**config.mk**
```make
export PLATFORM = sky130hd
export DESIGN_NAME = hazard_unit
export DESIGN_NICKNAME = d
export VERILOG_FILES = /design/src/rtl/hazard_unit_pkg.sv /design/src/rtl/hazard_unit_muldiv_tracker.sv /design/src/rtl/hazard_unit.sv
export SDC_FILE = /design/constraint.sdc
export NUM_CORES = 1
export LEC_CHECK = 0
export CELL_PAD_IN_SITES_DETAIL_PLACEMENT = 1
export CELL_PAD_IN_SITES_GLOBAL_PLACEMENT = 1
export CORE_MARGIN = 8
export CORE_UTILIZATION = 28
export CTS_CLUSTER_DIAMETER = 150
export DETAILED_ROUTE_END_ITERATION = 6
export GPL_ROUTABILITY_DRIVEN = 1
export HOLD_SLACK_MARGIN = 0.02
export PLACE_DENSITY = 0.79
export SYNTH_ARGS = -nofsm -noshare
export SYNTH_HDL_FRONTEND = slang
export SYNTH_SLANG_ARGS = --single-unit
```
**constraint.sdc**
```tcl
create_clock -name clk -period 2.2 [get_ports clk]
set_clock_uncertainty 0.1 [all_clocks]
set_input_delay 0.55 -clock clk [delete_from_list [all_inputs] [get_ports clk]]
set_output_delay 0.55 -clock clk [all_outputs]
set_load 0.1 [all_outputs]
```
**src/rtl/hazard_unit_pkg.sv**
```systemverilog
// Shared definitions for the hazard controller: register index width,
// MULT/DIV tracker state encoding and default MULT/DIV latency.
package hazard_unit_pkg;
  localparam int REG_W             = 5;
  localparam int MULDIV_CYCLES_DEF = 32;

  typedef enum logic {
    MD_IDLE = 1'b0,
    MD_BUSY = 1'b1
  } md_state_e;
endpackage

```
**src/rtl/hazard_unit_muldiv_tracker.sv**
```systemverilog
// Tracks the multi-cycle MULT/DIV unit: busy window after issue and a
// one-cycle done pulse once the result lands in HI/LO.
module muldiv_tracker
  import hazard_unit_pkg::*;
#(
  parameter int MULDIV_CYCLES = MULDIV_CYCLES_DEF,
  parameter int CNT_W         = 8
) (
  input  logic clk_i,
  input  logic reset_i,
  input  logic start_i,
  output logic busy_o,
  output logic done_o
);

  md_state_e         state_q, state_d;
  logic [CNT_W-1:0]  cnt_q, cnt_d;
  logic              done_q, done_d;

  always_comb begin
    state_d = state_q;
    cnt_d   = cnt_q;
    done_d  = 1'b0;
    case (state_q)
      MD_IDLE: begin
        if (start_i) begin
          state_d = MD_BUSY;
          cnt_d   = CNT_W'(MULDIV_CYCLES - 1);
        end
      end
      MD_BUSY: begin
        if (cnt_q != '0) begin
          cnt_d = cnt_q - CNT_W'(1);
        end else begin
          state_d = MD_IDLE;
          done_d  = 1'b1;
        end
      end
      default: state_d = MD_IDLE;
    endcase
  end

  always_ff @(posedge clk_i) begin
    if (reset_i) begin
      state_q <= MD_IDLE;
      cnt_q   <= '0;
      done_q  <= 1'b0;
    end else begin
      state_q <= state_d;
      cnt_q   <= cnt_d;
      done_q  <= done_d;
    end
  end

  // Registered state may still show BUSY/done during the first reset cycle;
  // mask so the pipeline sees a clean idle unit for the whole reset window.
  assign busy_o = (state_q == MD_BUSY) && !reset_i;
  assign done_o = done_q && !reset_i;

endmodule

```
**src/rtl/hazard_unit.sv**
```systemverilog
// Pipeline hazard controller beside ID: load-use and MULT/DIV stalls,
// taken-branch fetch kill, and stage-register control during reset.
module hazard_unit
  import hazard_unit_pkg::*;
#(
  parameter int MULDIV_CYCLES = MULDIV_CYCLES_DEF,
  parameter int CNT_W         = 8
) (
  input  logic             clk,
  input  logic             reset,
  input  logic [REG_W-1:0] idRs,
  input  logic [REG_W-1:0] idRt,
  input  logic             idUsesRt,
  input  logic             exMemRead,
  input  logic [REG_W-1:0] exWriteReg,
  input  logic             idBranchTaken,
  input  logic             idMulDivStart,
  input  logic             idReadsHiLo,
  output logic             pcStall,
  output logic             ifidStall,
  output logic             ifidFlush,
  output logic             idexFlush,
  output logic             mdBusy,
  output logic             mdDone
);

  logic loadUse, mdHazard, stall;

  assign loadUse = exMemRead && (exWriteReg != '0) &&
                   ((exWriteReg == idRs) || (idUsesRt && (exWriteReg == idRt)));

  // A MULT/DIV blocked by a load-use must not issue; it retries next cycle.
  muldiv_tracker #(
    .MULDIV_CYCLES(MULDIV_CYCLES),
    .CNT_W        (CNT_W)
  ) u_md (
    .clk_i  (clk),
    .reset_i(reset),
    .start_i(idMulDivStart && !loadUse),
    .busy_o (mdBusy),
    .done_o (mdDone)
  );

  assign mdHazard = mdBusy && (idReadsHiLo || idMulDivStart);
  assign stall    = loadUse || mdHazard;

  always_comb begin
    pcStall   = 1'b0;
    ifidStall = 1'b0;
    ifidFlush = 1'b0;
    idexFlush = 1'b0;
    if (reset) begin
      ifidFlush = 1'b1;
      idexFlush = 1'b1;
    end else if (stall) begin
      pcStall   = 1'b1;
      ifidStall = 1'b1;
      idexFlush = 1'b1;
    end else if (idBranchTaken) begin
      ifidFlush = 1'b1;
    end
  end

endmodule

```
# --- Yosys cells after proc, flatten, opt, wreduce, memory -nomap -nowiden ---
# Cells that the tools add are included.
totals:
  ff_bits: 10
  out_inout_bits: 6
  in_bits: 22
  wordCells: 38
op_classes:
  n_eq_ne: 4
  add_sub_neg: 1
  n_mux: 13
  n_bitwise: 1
  reduce_logical: 16
ops:
  columns: ["cell", "n"]
  rows:
  - ["$mux 8", 2]
  - ["$pmux 8 s2", 1]
  - ["$eq 5x5->1", 2]
  - ["$mux 1", 9]
  - ["$reduce_bool 8->1", 1]
  - ["$sub 8x1->8 const B", 1]
  - ["$logic_and 1x1->1", 7]
  - ["$reduce_bool 5->1", 1]
  - ["$logic_or 1x1->1", 3]
  - ["$logic_not 1->1", 2]
  - ["$ne 2x1->1 const B", 1]
  - ["$ne 2x2->1 const B", 1]
  - ["$pmux 1 s2", 1]
  - ["$reduce_and 2->1", 1]
  - ["$reduce_or 2->1", 1]
  - ["$not 1->1", 1]

# --- Depth between registers and ports, before layout ---
depth:
  word_depth: 8
  ltp_mapped: 7
  mapped_depth_nobuf: 7

# --- Cells and area by module ---
# A second synthesis with hierarchy kept.
unflattened:
  cells_unflattened: 91
  hier_area_um2: 728.2
by_module_without_submodules:
  columns: ["mod", "seq_area_each_um2", "cells_per_inst", "instances", "area_each_um2"]
  rows:
  - ["muldiv_tracker", 200.2, 66, 1, 540.5]
  - ["hazard_unit", 0.0, 25, 1, 187.7]

# --- Worst setup path after synthesis ---
# OpenSTA, ideal clock, no wires.
synth_timing:
  kind: "input to output"
  from: "input port reset"
  to: "output port pcStall"
  stages: 4
  arrival_time_ps: 4462
  slack_ps: -2912
  n_path_buf: 1
  t_required_ps: 1550
  cell_sequence: "nor2b_1 o21ai_0 a21oi_1 buf_4"
synth_via:
  elab_chain_cells: 6
synth_rtl:
  columns: ["item", "line", "text"]
  rows:
  - ["start, declared", "hazard_unit.sv:10", "input logic reset,"]
  - ["$logic_not 1->1", "hazard_unit_muldiv_tracker.sv:57", "assign busy_o = (state_q == MD_BUSY) && !reset_i;"]
  - ["$logic_and 1x1->1", "hazard_unit_muldiv_tracker.sv:57", null]
  - ["$logic_and 1x1->1", "hazard_unit.sv:44", "assign mdHazard = mdBusy && (idReadsHiLo || idMulDivStart);"]
  - ["$logic_or 1x1->1", "hazard_unit.sv:45", "assign stall = loadUse || mdHazard;"]
  - ["$mux 1", null, null]
  - ["$mux 1 *", null, null]
  - ["end, declared", "hazard_unit.sv:19", "output logic pcStall,"]
# Mark *: on every way between the ends. The rest lies on a longest branch, timed or not.

# --- Worst setup path in the final report ---
layout_timing:
  from: "input port idRs[2]"
  to: "output port ifidStall"
layout_via:
  elab_chain_cells: 6
layout_rtl:
  columns: ["item", "line", "text"]
  rows:
  - ["start, declared", "hazard_unit.sv:11", "input logic [REG_W-1:0] idRs,"]
  - ["$eq 5x5->1", "hazard_unit.sv:30", "((exWriteReg == idRs) || (idUsesRt && (exWriteReg == idRt)));"]
  - ["$logic_or 1x1->1", "hazard_unit.sv:30", null]
  - ["$logic_and 1x1->1", "hazard_unit.sv:29", "assign loadUse = exMemRead && (exWriteReg != '0) &&"]
  - ["$logic_or 1x1->1", "hazard_unit.sv:45", null]
  - ["$mux 1", "hazard_unit.sv:55", "end else if (stall) begin"]
  - ["$mux 1", "hazard_unit.sv:52", "if (reset) begin"]
  - ["end, declared", "hazard_unit.sv:20", "output logic ifidStall,"]
# Every way passes these cells.

==> metrics.md <==
| Metric | Value |
|---|---|
| Clk_lat worst skew | `0.28 ns` |
| Synth area leaders | `dfxtp_1 25%, xor2_1 9.9%, o311ai_4 6.6%, nor3b_1 5.7%, o21ai_0 3.8%` |
| Via count | `869` |
| RD Place Congestion | `0.730` |
| Critical Path End Type | `primary output` |
| Die X | `69.3 um` |
| Reg clk slew, reported paths | `0.08 ns` |
| Port bufs | `27` |
| RSZ-0062 raised after global routing | `yes` |
| Clk root buf | `clkbuf_4` |
| CTS Buf Count | `3` |
| Critical Path Start Type | `primary input` |
| Largest area contributor in the netlist | `dfxtp_1` |
| Most frequent cells in the layout | `15 x buf_4, 10 x dfxtp_1` |
| Initial antenna violation count | `0` |
| Drt pass-1 iters | `2` |
| Site Rows | `19` |
| Post-route DRC | `0` |
| Largest net degree at the start of global routing | `17` |
| Sequential share of the synthesized area | `0.252` |
| Synthesized instance count | `92` |
| Mapped Avg Cell Area | `8.64 um^2` |
| CP max FO | `4` |
| Post-route ant nets | `0` |
| Post-synth ARST share | `0` |
| Post-synth EDFFs | `0` |
| FMAX | `380 MHz` |
| Placed cells | `159` |
| Post-synth top flop | `dfxtp_1` |
| Status | `complete, but fails checks` |
| Ys Warns | `0` |
| Place WS | `-0.858 ns` |
| TritonCTS clock tree | `yes` |
| Req. time, crit path | `1.55 ns` |
| Unique masters post-synth | `38` |
| Die area | `4800 um^2` |
| # setup viols final | `4` |
| Vias in the first global route | `929` |
| Syn-to-layout area delta | `72.6%` |
| Final Non-Filler Cells | `165` |
| Syn nets | `116` |
| PwrDens | `819 nW/um^2` |
| Vias per cell | `5.27` |
| Data arrival, critical path | `1.98 ns` |
| Final core utilization | `0.502` |
| Final min period | `2.63 ns` |
| I/O Pins | `28` |
| Most common cell after layout, fill and taps aside | `buf_4` |
| Worst Path Class, Setup | `primary input to primary output` |
| Starting density of the core | `0.291` |
| Static leakage | `0.584 nW` |
| Grt total ovfl | `0` |
| Worst-margin pin slew | `0.406 ns` |
| Hpwl dp | `2120 um` |
| Fin. max-slew vios | `0` |
| Pwr Total | `0.00112 W` |
| First-pass GRT wire length | `4370 um` |
| GRT Total Usage | `0.109` |
| Core area | `2730 um^2` |
| Final Hold Viols | `0` |
| Synthesized area | `795 um^2` |
| Post-synth top area share | `0.252` |
| Final WL | `2760 um` |
| Share of layout cells above drive strength 1 | `0.381` |
| Clock sinks | `10` |
| Drt first-iter violations | `51` |
| Clk buf depth | `2` |
| Final #Nets | `159` |
| Post-cts hold buffer count | `0` |
| Headroom to the max-slew limit | `0.727` |
| Wire length per cell | `16.7 um` |
| Max Cap Viol | `0` |
| Final hold slack | `0.465 ns` |
| Die height | `69.3 um` |
| Final worst slack | `-0.432 ns` |
| Min-delay worst type | `flop to flop` |
| ANT cells | `0` |
| VDD IR-drop max | `487 uV` |
| H-tree depth | `1` |
| #FFs+latches synth | `10` |
| Period utilization | `1.20` |
| Failing checks | `setup timing` |
==> critical path, stage by stage <==
cell           delay [ns]
dlygate4sd2_1        0.24
xor2_1               0.15
nor3_2               0.24
a32oi_2              0.09
or2_4                0.29
a21oi_4              0.22
buf_12               0.20
==> cells by family (layout without fill, tap and decap cells) <==
family,after synthesis,after routing,share of synthesized area
AO/OA/AOI/OAI,23,23,0.238
flip-flops,10,10,0.252
adder cells (fa/ha/maj),2,2,0.0315
buffers and inverters,7,49,0.0472
XOR/XNOR,12,12,0.132
multiplexers,1,1,0.0126
AND/OR/NAND/NOR,37,37,0.287
==> stage by stage <==
stage          cell area, um^2  TNS (ns)
2_1_floorplan              838     -2.39
6_report                  1370     -1.59
3_3_place_gp              1270     -4.74
4_1_cts                   1330     -1.49
5_1_grt                   1370     -1.78
3_5_place_dp              1270     -5.58
==> worst paths after layout <==
path,depth (start not counted),from,end,slack [ns]
setup / recovery,7,idRs[2],ifidStall,-0.43
hold reg to reg,2,u_md.cnt_q[1]$_SDFFE_PP0P_,u_md.cnt_q[1]$_SDFFE_PP0P_,0.46
hold / removal,2,u_md.cnt_q[1]$_SDFFE_PP0P_,u_md.cnt_q[1]$_SDFFE_PP0P_,0.46
setup reg to reg,7,u_md.cnt_q[0]$_SDFFE_PP0P_,u_md.cnt_q[0]$_SDFFE_PP0P_,0.16
==> final cells by class <==
type	instances	area (um^2)
fill	335	1360
multi-input combinational	75	644
timing repair buffer	43	444
sequential	10	200
tap	31	38.8
clock buffer	4	36.3
inverter	2	7.51
==> Yosys cell counts (3+ instances only) <==
master    instances
dfxtp_1          10
xor2_1            9
nand2_1           6
nor3b_1           6
o21ai_0           6
nor2_1            4
nor3_1            4
a21oi_1           3
nand2b_1          3
nor2b_1           3
xnor2_1           3
==> power by group <==
group | total [W] | leakage [nW] | switching [W] | internal (W)
sequential | 0.000307 | 0.0825 | 0.0000683 | 0.000239
combinational | 0.000640 | 0.481 | 0.000348 | 0.000292
clock | 0.000177 | 0.0210 | 0.0000761 | 0.000101
==> repair_timing <==
item | in CTS | in global routing
buffers inserted | 1 | 1
pin swaps | 14 | 8
setup endpoints to repair | 7 | 5
resized for setup | 47 | 11
==> sequential cells by signal, summed over array words and instances (netlist names) <==
register	count
u_md.cnt_q	8
u_md.state_q	1
u_md.done_q	1
==> per-layer routing <==
layer  GRT usage  share of wire  up-vias
li1            -              -      419
met1       0.104           0.37      421
met2       0.205           0.56       24
met3      0.0415          0.060        5
met4      0.0410          0.013        0
met5           0              0        -
No activity file was read; power rests on OpenSTA's default activity.
